**src/rtl/mic_peak_meter_pkg.sv**
```systemverilog
// Shared constants for the microphone level path; the display consumers
// import the same values so their scaling matches the meter.
package mic_peak_meter_pkg;
  localparam int SAMPLE_W    = 12;
  localparam int AMP_W       = 11;
  localparam int LEVEL_SHIFT = 7;
  localparam int LEVEL_W     = 4;
  localparam int BAR_W       = 16;

  localparam logic [SAMPLE_W-1:0] ADC_MIDPOINT = 12'd2048;
endpackage

```
**src/rtl/mic_peak_meter_level_to_bar.sv**
```systemverilog
// Combinational thermometer decoder: bits [lvl:0] set, so level 0 still
// lights the lowest LED.
module level_to_bar
  import mic_peak_meter_pkg::*;
(
  input  logic [LEVEL_W-1:0] lvl,
  output logic [BAR_W-1:0]   bar
);

  always_comb begin
    bar = '0;
    for (int i = 0; i < BAR_W; i++) begin
      bar[i] = (LEVEL_W'(i) <= lvl);
    end
  end

endmodule

```
**src/rtl/mic_peak_meter.sv**
```systemverilog
// Windowed peak detector: tracks the largest sample per WINDOW strobes and
// converts it to a 4-bit volume level with optional peak-hold decay.
module mic_peak_meter
  import mic_peak_meter_pkg::*;
#(
  parameter int unsigned WINDOW = 4000
) (
  input  logic                clk,
  input  logic                reset_n,
  input  logic                sample_valid,
  input  logic [SAMPLE_W-1:0] sample,
  input  logic                decay_en,
  input  logic                freeze,
  output logic [LEVEL_W-1:0]  level,
  output logic [BAR_W-1:0]    bar,
  output logic                level_valid
);

  localparam int CNT_W = $clog2(WINDOW);
  localparam logic [CNT_W-1:0] CNT_LAST = CNT_W'(WINDOW - 1);

  function automatic logic [LEVEL_W-1:0] peak_to_level(input logic [SAMPLE_W-1:0] pk);
    logic [AMP_W-1:0] amp;
    amp = (pk > ADC_MIDPOINT) ? AMP_W'(pk - ADC_MIDPOINT) : '0;
    return LEVEL_W'(amp >> LEVEL_SHIFT);
  endfunction

  logic [CNT_W-1:0]    cnt_p0;
  logic [SAMPLE_W-1:0] run_max_p0;
  logic [SAMPLE_W-1:0] win_peak;
  logic [LEVEL_W-1:0]  new_lvl;
  logic [LEVEL_W-1:0]  level_nxt;
  logic [BAR_W-1:0]    bar_nxt;
  logic                win_end;
  logic                upd;

  // Stage p0: accumulation; the window-ending sample is folded into the peak.
  always_comb begin
    win_peak  = (sample > run_max_p0) ? sample : run_max_p0;
    new_lvl   = peak_to_level(win_peak);
    win_end   = sample_valid && (cnt_p0 == CNT_LAST);
    upd       = win_end && !freeze;
    level_nxt = level;
    if (upd) begin
      if (!decay_en || (new_lvl >= level)) begin
        level_nxt = new_lvl;
      end else begin
        level_nxt = level - 1'b1;
      end
    end
  end

  always_ff @(posedge clk or negedge reset_n) begin
    if (!reset_n) begin
      cnt_p0     <= '0;
      run_max_p0 <= '0;
    end else if (sample_valid) begin
      if (win_end) begin
        cnt_p0     <= '0;
        run_max_p0 <= '0;
      end else begin
        cnt_p0     <= cnt_p0 + 1'b1;
        run_max_p0 <= win_peak;
      end
    end
  end

  // Decoding the next-state level keeps bar in step with level.
  level_to_bar u_level_to_bar (
    .lvl (level_nxt),
    .bar (bar_nxt)
  );

  // Stage p1: registered outputs.
  always_ff @(posedge clk or negedge reset_n) begin
    if (!reset_n) begin
      level       <= '0;
      bar         <= BAR_W'(1);
      level_valid <= 1'b0;
    end else begin
      level       <= level_nxt;
      bar         <= bar_nxt;
      level_valid <= upd;
    end
  end

endmodule

```
**config.mk**
```make
export PLATFORM = sky130hd
export DESIGN_NAME = mic_peak_meter
export DESIGN_NICKNAME = d
export VERILOG_FILES = /design/src/rtl/mic_peak_meter_pkg.sv /design/src/rtl/mic_peak_meter_level_to_bar.sv /design/src/rtl/mic_peak_meter.sv
export SDC_FILE = /design/constraint.sdc
export NUM_CORES = 1
export LEC_CHECK = 0
export ABC_AREA = 0
export CAP_MARGIN = 20
export CORE_MARGIN = 2
export CORE_UTILIZATION = 45
export DETAILED_ROUTE_END_ITERATION = 12
export GPL_TIMING_DRIVEN = 0
export HOLD_SLACK_MARGIN = 0.15
export PLACE_DENSITY_LB_ADDON = 0.15
export SYNTH_ARGS = -nofsm -noshare
export SYNTH_HDL_FRONTEND = slang
export SYNTH_SLANG_ARGS = --single-unit
```
**constraint.sdc**
```tcl
create_clock -name clk -period 6.9 [get_ports clk]
set_input_delay 2.07 -clock clk [delete_from_list [all_inputs] [get_ports clk]]
set_output_delay 2.07 -clock clk [all_outputs]
set_load 0.05 [all_outputs]
```
Word level (Yosys, flattened, before mapping). Cells that the tools add are included.

Register bits: 45. Input bits: 17. Output and inout bits: 21.

Add/subtract/negate cells: 3. $lt $le $gt $ge: 19. Equal/unequal tests: 1. Mux-type cells: 6. Reductions and logical operators: 5.

Operator list (count): $mux W12 (3); $le A4 B4 Y1 const A (8); $le A3 B4 Y1 const A (4); $add A12 B1 Y12 const B (1); $eq A12 B12 Y1 const B (1); $gt A12 B12 Y1 (1); $gt A12 B12 Y1 const B (1); $mux W11 (1); $sub A11 B1 Y11 const B (1); $le A1 B4 Y1 const A (2); $le A2 B4 Y1 const A (2); $mux W4 (2); $ge A4 B4 Y1 (1); $sub A4 B1 Y4 const B (1); $logic_and A1 B1 Y1 (2); $logic_not A1 Y1 (2); $logic_or A1 B1 Y1 (1).

Longest topological paths before layout.
Depth after elaboration: 9. Gate-level depth with buffers: 17.

By module. A second synthesis with hierarchy kept.

Cells, all modules: 230. Area total of the unflattened synthesis: 2383.5 µm².

By module, submodules not included: mic_peak_meter (times used 1, cells each 204, area each 2238.4 µm², seq. area each 1127.3 µm²); level_to_bar (times used 1, cells each 26, area each 145.1 µm², seq. area each 0.0 µm²).

Least setup slack after synthesis. No wires, ideal clock.

Path kind: input -> register. Start point: input sample[1]. End point: register bar[2]. Library setup time: 0.134 ns. Data arrival time: 5.208 ns. Data required time: 6.766 ns. Setup slack: 1.557 ns. Stages: 15. Buffers on the path: 0. Cells stage by stage: ha_1 > nor2b_1 > o211ai_1 > a211o_1 > a31oi_4 > mux2i_1 > ha_1 > or2_2 > a21boi_0 > a31oi_1 > o21a_1 > o22a_1 > o21ai_4 > and2_4 > nand3_1.

Word-level cells in the longest chain between the ends: 9. Elaborated cells on any way between the ends: 10. Classes of those cells: add/sub: 1; order compare: 4; mux: 4; reduce/logical: 1.

RTL lines: start: declaration (line mic_peak_meter.sv:11) `input logic [SAMPLE_W-1:0] sample,`; $gt A12 B12 Y1 (line mic_peak_meter.sv:39) `win_peak = (sample > run_max_p0) ? sample : run_max_p0;`; $mux W12 (*) (line mic_peak_meter.sv:39); $sub A11 B1 Y11 / $gt A12 B12 Y1 (equally long branches) (line mic_peak_meter.sv:24) `amp = (pk > ADC_MIDPOINT) ? AMP_W'(pk - ADC_MIDPOINT) : '0;`; $mux W11 (*) (line mic_peak_meter.sv:24); $ge A4 B4 Y1 (line mic_peak_meter.sv:45) `if (!decay_en || (new_lvl >= level)) begin`; $logic_or A1 B1 Y1 (line mic_peak_meter.sv:45); $mux W4 (*) (line mic_peak_meter.sv:45); $mux W4 (*) (line mic_peak_meter.sv:44) `if (upd) begin`; $le A2 B4 Y1 (*) (line mic_peak_meter_level_to_bar.sv:13) `bar[i] = (LEVEL_W'(i) <= lvl);`; via bar_nxt[2] (line mic_peak_meter.sv:33) `logic [BAR_W-1:0] bar_nxt;`; end signal: assignment (line mic_peak_meter.sv:82) `bar <= bar_nxt;`; end: declaration (line mic_peak_meter.sv:15) `output logic [BAR_W-1:0] bar,`.

The timed path passes the listed nets; every way through them passes the cells marked *. A chain may end at the register's enable or synchronous reset.

Final worst setup path.
Start point: input sample[11]. End point: register bar[2].

Same word-level chain as after synthesis.

==> out/results.tsv <==
stage	metric	value	unit
logic_synthesis	ys async rst share	100	%
clock_network	CTS tree	built	
floorplanning	die width	77.2	um
place	GPL Wtd Cong	0.813	
run	Max Cap Viol	0	
logic_synthesis	largest family of logic cells by synthesized area	compound AO/OA/AOI/OAI gates	
logic_synthesis	Seq cells post-synth	44	
worst_setup_path	reg2reg setup slack	2.72	ns
floorplanning	io pins	38	
layout	fillers	491	
clock_network	clock transition at the registers of the reported paths	0.09	ns
sta	Slew @ Worst Pin	0.667	ns
clock_network	Hold Buf Count CTS	0	
power	power per cell area	286	mW/mm2
layout	post-layout instance area	0.00299	mm2
floorplanning	Site Rows	26	
clock_network	Clock Path Buffers	2	
place	Cell Area, Placed	0.00287	mm2
logic_synthesis	Avg Synthesized Cell Area	9.96	um2
logic_synthesis	Syn Nets	277	
min_path	HP Class	reg2reg	
drt	vias post-DR	1891	
logic_synthesis	synth top area cells	dfrtp_1 46%, ha_1 9.3%, a22o_1 4.4%	
logic_synthesis	Post-synth top flop	dfrtp_1	
min_path	Hold Crit Endpoint	cnt_p0[4]$_DFFE_PN0P_	
clock_network	post_cts resized	0	
clock_network	CTS HTree Levels	2	
clock_network	clock latency on the worst-skew pair	0.29	ns
drt	DRT Wirelength	4830	um
floorplanning	Core Box Area	0.00514	mm2
sta	final worst path period share	87.8	%
worst_setup_path	startpoint types	input pin	
sta	Slew headroom	55.3	%
global_route	vias in the first global route	1925	
worst_setup_path	crit path DAT	6.23	ns
logic_synthesis	Post-synth top cells	44 x dfrtp_1, 26 x inv_1, 23 x nand2_1	
logic_synthesis	Synth top area share	45.7	%
place	hpwl dp	3590	um
global_route	Total GRT Usage	18.1	%
sta	RSZ-0062 raised after global routing	false	
layout	Syn-to-layout area delta	24.0	%
logic_synthesis	leading area contributor after synthesis	dfrtp_1	
sta	final number of setup-violating endpoints	0	
clock_network	Sink Count	44	
floorplanning	die height	77.2	um
floorplanning	Die ar.	0.00596	mm2
min_path	hold path cells	1	
worst_setup_path	Setup CP Type	in2reg	
layout	Final Core Density	58.1	%
worst_setup_path	worst-path maximum fanout	8	
logic_synthesis	post-synthesis xor/xnor area fraction	2.54	%
global_route	grt ovf	0	
min_path	start point of the worst hold path	cnt_p0[4]$_DFFE_PN0P_	
logic_synthesis	Post-synth EDFFs	0	
worst_setup_path	R2R cell count	15	
place	# port buffers	36	
worst_setup_path	Worst setup EP type	register	
drt	Post-DRT Antenna Nets	0	
clock_network	Setup Fix Bufs, Post-CTS	0	
sta	clk_skew	0.00649	ns
sta	max-slew violations	0	
sta	Final Critical Period	6.06	ns
floorplanning	Starting Density	46.9	%
run_status	outcome	finished, final reports clean	
sta	Final Hold Fails	0	
logic_synthesis	YS warnings	0	
sta	Fin Setup TNS	0	ns
logic_synthesis	compound-gate portion of the synthesized area	17.9	%
logic_synthesis	Synth Area in Simple Gates	16.3	%
logic_synthesis	mux share of post-synthesis cell area	2.39	%
drt	initial DRC count	61	
logic_synthesis	post-synth cell types	48	
drt	Vias/cell	5.30	
logic_synthesis	Post-Syn Area	0.00241	mm2
drt	mean routed wirelength per cell	13.5	um
logic_synthesis	most common cell in the netlist	dfrtp_1	
worst_setup_path	Req. time, crit path	7.08	ns
layout	ANT cells	0	
drt	drt pass-1 iters	4	
drt	# DRC	0	
layout	share of cells above drive strength 1	10.1	%
worst_setup_path	Reg2Reg Launch Point	run_max_p0[11]$_DFFE_PN0P_	
logic_synthesis	sequential share of the synthesized area	45.7	%
logic_synthesis	adder-cell share of the synthesized area	9.35	%
layout	fin nets	321	
power	peak supply drop	0.153	mV
logic_synthesis	Post-Syn Instances	242	
power	Pleak	0.00140	uW
global_route	largest net degree at the start of global routing	34	
global_route	initial antenna violation count	0	
sta	FMAX	0.165	GHz
worst_setup_path	worst r2r dst	bar[2]$_DFF_PN0_	
clock_network	TritonCTS buffer count	5	
clock_network	Root Driver	clkbuf_8	
global_route	first-pass GRT wire length	8740	um
## state kept, by name (all words and copies together) (netlist names)
register,flops
cnt_p0,12
level,4
run_max_p0,12
level_valid,1
bar,15
## cells in the final DEF, fill, tap and decap left out, types with 8 or more instances in the layout
cell / netlist / final
o21ai_0: 14 / 14
nand4_1: 8 / 8
a21oi_1: 12 / 12
nand3_1: 10 / 10
clkdlybuf4s50_1: 0 / 35
nand2_1: 23 / 23
a22o_1: 12 / 12
inv_1: 26 / 26
dfrtp_1: 44 / 44
ha_1: 18 / 18
nor2_1: 12 / 12
## area by class of cell
| class | count | area, um2 | area share (%) |
|---|---|---|---|
| buffer | 5 | 30.0 | 1.01 |
| sequential | 44 | 1100 | 36.9 |
| tap | 70 | 87.6 | 2.93 |
| clock buffer | 5 | 68.8 | 2.30 |
| timing repair buffer | 37 | 375 | 12.6 |
| inverter | 28 | 108 | 3.60 |
| multi-input combinational | 165 | 1170 | 39.2 |
| clock inverter | 3 | 46.3 | 1.55 |
## cells by family after synthesis
kind of cell / after synthesis
mux: 5
xor+xnor: 7
simple gates: 76
flops: 44
fa+ha+maj: 18
other cells: 1
buf+inv: 33
compound gates: 58
## worst max-delay path: stages
cell	delay [ns]
clkdlybuf4s50_1	0.55
ha_1	0.38
nand4_1	0.15
a211o_1	0.36
a31oi_4	0.29
mux2i_1	0.47
ha_1	0.31
or2_2	0.26
a21boi_0	0.26
a31oi_1	0.19
o21a_1	0.28
o22a_1	0.23
o21ai_4	0.12
and2_4	0.24
nand3_1	0.08
## where the power goes
part           switching (uW)  internal (uW)  total (uW)
logic                     155            138         293
clock network            91.2            109         200
registers                48.0            314         362
total                     294            561         855
## per-stage QoR
step | hold slack [ns] | total power [uW] | instances | setup slack, ns
detailed placement | 0.463 | 659 | 349 | 0.544
CTS | 0.474 | 866 | 357 | 0.846
floorplan | 0.439 | 583 | 242 | 1.56
finish | 0.473 | 855 | 357 | 0.841
global placement | 0.456 | 649 | 348 | 0.592
global route | 0.494 | 928 | 357 | 0.519
## metal layers
layer | share of wire, % | track usage, %
met1 | 49 | 23.5
met2 | 48 | 30.9
met3 | 2.0 | 2.59
met4 | 1.4 | 6.43
met5 | 0 | 0
## how the worst max path moves through the flow
stage	from	to	slack, ns	depth (start not counted)
after floorplan	sample[1]	bar[2]$_DFF_PN0_	1.56	15
after global placement	sample[11]	bar[2]$_DFF_PN0_	0.59	15
after detailed placement	sample[11]	bar[2]$_DFF_PN0_	0.54	15
after CTS	sample[11]	bar[2]$_DFF_PN0_	0.85	15
after global routing	sample[11]	bar[2]$_DFF_PN0_	0.52	15
final	sample[11]	bar[2]$_DFF_PN0_	0.84	15
(Power assumes the default switching activity.)
==> RTL edit 1 (same settings) <==
The output `level_valid` loses its register stage (`level_valid` becomes a continuous assignment).
--- a/src/rtl/mic_peak_meter.sv
+++ b/src/rtl/mic_peak_meter.sv
@@ -77,12 +77,12 @@
       level       <= '0;
       bar         <= BAR_W'(1);
-      level_valid <= 1'b0;
     end else begin
       level       <= level_nxt;
       bar         <= bar_nxt;
-      level_valid <= upd;
     end
   end
 
+  assign level_valid = upd;
+
 endmodule
 
Function: same outputs for any inputs over 10 cycles, from zero or initial values and one cycle with reset_n low; that may be too few to reach the edited logic, so the function may still have changed.
==> RTL edit 1 against the unedited design <==
  * Routed wire length down 1.7%
  * Sequential cell count down 1
  * Critical path depth down 10
  * Cell area down 1.3%
  * Worst setup slack worse by 130 ps
  * Sequential power down 2%
  * Global-route usage down 1.1 points
  * Synthesized area down 1.0%
  * Maximum frequency down 2.0%
  * Total power down 1.5%
  * Critical endpoint is now level_valid
  * Largest cell class unchanged
  * Largest power group unchanged
==> RTL edit 1: results (changes against the unedited design) <==
routing:
  met3WireLength_um: 148  # +53%
  viasPerCell: 5.265  # -0.61%
  wl_met2_mm: 2.148  # -6.6%
  top_layer: "met4"
  wl_per_cell_um: 13.36  # -1.2%
  dr.first_iter.drc_count: 67  # +9.8%
  met1_length_mm: 2.339  # -0.89%
clock_tree:
  path_clk_slew_ps: 80
  cts_resized: 0  # unchanged
  clockBufferDepth: 2  # unchanged
  cts_buffers: 5  # unchanged
synthesis:
  synth.top_cells.by_area: "dfrtp_1, ha_1, a22o_1"
  synth_nets: 276  # -0.36%
  ys_top_cells_by_count: "dfrtp_1, inv_1, nand2_1"
  yosysSeqAreaShare_pct: 45.12  # -0.57 points
  synth.distinct_cells: 48  # unchanged
global_route:
  grt_usage_pct: 17.04  # -1.1 points
  grt_pass1_wl_mm: 8.197  # -6.2%
  grt_pass1_vias: 1817  # -5.6%
  grt_max_degree: 32  # -5.9%
  antenna_found_initial: 0  # unchanged
setup_path:
  crit_path_max_incr_delay_ps: 810  # +260 ps
  crit_fanout: 6  # -2
  crit_slowest_cell: "clkdlybuf4s50_1"
  crit_family: "buffers and inverters"
  r2r_setup_slack_ps: 2740  # +20 ps
  worstPathArrival_ps: 4110  # -2120 ps
layout:
  drive_above_1_share_pct: 9.474  # -0.63 points
  largest_registers: "bar (15), cnt_p0 (12), run_max_p0 (12)"
  n_fill_cell: 469  # -4.5%
  num-nets-final: 320  # -0.31%
pwr:
  ir_drop_v: 0.0001657  # +8.4%
  p_leak_uw: 0.001381  # -1.2%
sta:
  finClkSkew_ps: 8.478  # +1.983 ps
  relSlewSlack_pct: 52.70  # -2.6 points
placement:
  post-place-ws_ps: 574.0  # +30.16 ps
  hpwlAfterDp_mm: 3.499  # -2.5%
  place_congestion: 0.8862  # +9.1%
status:
  status: "finished, final reports clean"
-- RTL edit 1: layout make-up --
type                       count  area [um^2]  share of cell area, %
buffer                         5        30.03                  1.018
multi-input combinational    165         1171                  39.69
tap                           70        87.58                  2.969
clock inverter                 1        30.03                  1.018
clock buffer                   6        72.57                  2.460
timing repair buffer          37        375.4                  12.72
inverter                      28        107.6                  3.647
sequential                    43         1076                  36.47
-- RTL edit 1: worst paths after layout --
check | from | to | depth (start not counted)
worst max-delay path | sample_valid | level_valid | 5
worst min-delay path | cnt_p0[4] | cnt_p0[4] | 1
worst max register to register | run_max_p0[11] | bar[2] | 15
worst min register to register | cnt_p0[4] | cnt_p0[4] | 1
max in group asynchronous | reset_n | level[1] | 2
min in group asynchronous | reset_n | cnt_p0[2] | 1
-- RTL edit 1: worst reg2reg max path: stages, from the launching register on --
cell and delay (ps):
dfrtp_1 450, inv_1 70, ha_1 290, nand4_1 140, a211o_1 360, a31oi_4 290
mux2i_1 440, ha_1 240, or2_2 110, a21boi_0 100, a31oi_1 560, o21ai_0 200
a32oi_1 190, o31a_1 290, and2_4 220, nand3_1 80
-- RTL edit 1: routing by layer --
layer | up-vias | GRT usage, %
met5 | - | 0
met1 | 892 | 22.40
li1 | 934 | -
met2 | 31 | 28.07
met3 | 12 | 2.824
met4 | 0 | 6.727
-- RTL edit 1: where the power goes --
group | switching (uW) | internal [uW] | total [uW]
clock | 84.3 | 106 | 190
combinational | 157 | 139 | 296
sequential | 48.2 | 308 | 356
total | 289 | 553 | 842
-- RTL edit 1: cells by family after synthesis --
group                      synth area share (%)
and+or+nand+nor                           16.47
DFF                                       45.12
AOI/OAI and AO/OA                         18.05
other                                    0.1572
xor gates and xnor gates                  2.571
adders and majority gates                 9.444
muxes                                     2.413
buffers and inverters                     5.771
-- RTL edit 1: per-stage QoR --
stage          hold slack, ps  power (uW)  cells  cell area [um^2]
2_1_floorplan           438.7       576.7    241              2385
3_3_place_gp            455.7       643.3    347              2833
3_5_place_dp            466.9       654.8    348              2848
4_1_cts                 482.6       848.7    355              2950
5_1_grt                 496.5       903.8    355              2950
6_report                480.0       842.2    355              2950
==> RTL edit 2 (config.mk and constraints unchanged) <==
Made on the original files. The parameter `WINDOW` goes from 4000 to 8000.
--- a/src/rtl/mic_peak_meter.sv
+++ b/src/rtl/mic_peak_meter.sv
@@ -4,5 +4,5 @@
   import mic_peak_meter_pkg::*;
 #(
-  parameter int unsigned WINDOW = 4000
+  parameter int unsigned WINDOW = 8000
 ) (
   input  logic                clk,
Behaviour: no difference found for any inputs over 10 cycles, from zero or initial values and one cycle with reset_n low; that may be too few to reach the edited logic, so the function may still have changed.
==> RTL edit 2 against the unedited design <==
  * Core utilization shrank 0.71 points
  * Sequential cell count grew 1
  * Critical path type unchanged
  * Critical endpoint is now bar[1]
  * Highest routed layer unchanged
  * Register-to-register slack lost 620 ps
  * Total power shrank 8.0%
  * Count of clock-buffer cells in the layout is the same
  * Routed wire length shrank 5.7%
  * Synthesized cell count shrank 2.9%
  * Cell area shrank 1.8%
  * Clock power shrank 15%
  * Hold slack gained 26 ps
  * Synthesized area shrank 0.99%
  * Worst setup slack lost 580 ps
==> RTL edit 2: results (changes against the unedited design) <==
status:
  status: "finished, final reports clean"
sta:
  finClkSkew_ps: 3.716  # -2.778 ps
  worst_pin_slew_ps: 763.9  # +96.74 ps
pwr:
  p_leak_uw: 0.001344  # -3.9%
  switchingPower_uw: 281.8  # -4.3%
global_route:
  grt_usage_pct: 16.72  # -1.4 points
  grt_pass1_wl_mm: 8.031  # -8.1%
placement:
  place_congestion: 0.7728  # -4.9%
  place_inst: 341  # -2.3%
  postPlaceCellArea_mm2: 0.002839  # -1.2%
  post-place-ws_ps: 24.37  # -519.4 ps
synthesis:
  synth_nets: 270  # -2.5%
  synth-compound-area-share_pct: 15.57  # -2.3 points
  synthCells: 235  # -2.9%
  synthXorXnorAreaFrac_pct: 2.937  # +0.39 points
  synth.top_cells.by_area: "dfrtp_1, ha_1, a22o_1"
  synthAdderAreaFrac_pct: 9.439  # +0.093 points
  synth_mux_area_share_pct: 0.8915  # -1.5 points
  synth.distinct_cells: 44  # -8.3%
layout:
  multi_input_gates: 154  # -6.7%
  n_fill_cell: 492  # +0.20%
  n_all_buffers: 46  # +9.5%
  nNonClkInverters: 26  # -7.1%
  largest_registers: "bar (15), cnt_p0 (13), run_max_p0 (12)"
  num-nets-final: 313  # -2.5%
  clock_area_share_pct: 3.200  # -0.65 points
  buf_share_pct: 14.12  # +0.55 points
  drive_above_1_share_pct: 9.319  # -0.79 points
routing:
  met3WireLength_um: 185  # +91%
  dr.first_iter.drc_count: 60  # -1.6%
  wl_met2_mm: 2.185  # -5.0%
setup_path:
  crit_fanout: 10  # +2
RTL edit 2: changes by cell type in the layout (fill, tap and decap cells not counted), moves of 3 or more:
| cell | delta |
|---|---|
| nand2_1 | -9 |
| nand2b_1 | +4 |
| o21ai_1 | +3 |
| clkbuf_1 | +4 |
| a21oi_1 | -4 |
| and2_1 | +3 |
| o31ai_1 | +3 |
| o21ai_0 | -4 |
RTL edit 2: power groups by stage:
stage,combinational (uW),clock (uW),sequential [uW]
2_1_floorplan,200,0,350
3_3_place_gp,255,0,357
3_5_place_dp,264,0,359
4_1_cts,266,178,354
5_1_grt,307,188,362
6_report,263,170,354
RTL edit 2: worst paths after layout:
check	start	depth (start not counted)	to	slack [ps]
setup / recovery	sample[11]	15	bar[1]	260
hold / removal	cnt_p0[4]	1	cnt_p0[4]	500
setup reg to reg	run_max_p0[11]	15	bar[1]	2100
hold reg to reg	cnt_p0[4]	1	cnt_p0[4]	500
max in group asynchronous	reset_n	2	bar[10]	4690
min in group asynchronous	reset_n	1	level[2]	1720
RTL edit 2: per-stage QoR:
step / utilization (%) / hold WS, ps
6_report: 57.42 / 499.3
5_1_grt: 57.42 / 521.3
3_3_place_gp: 55.29 / 481.5
4_1_cts: 57.42 / 503.3
2_1_floorplan: - / 466.1
3_5_place_dp: 55.59 / 483.3
RTL edit 2: critical path: stages:
cell,delay (ps)
clkdlybuf4s50_1,550
ha_1,370
nand4_1,140
a211o_1,290
a31oi_1,630
clkbuf_1,460
nand3_1,130
o31ai_1,100
ha_1,280
a2111oi_0,400
nor2_1,210
and3_1,300
a311oi_4,490
and2_1,260
nand3_1,90
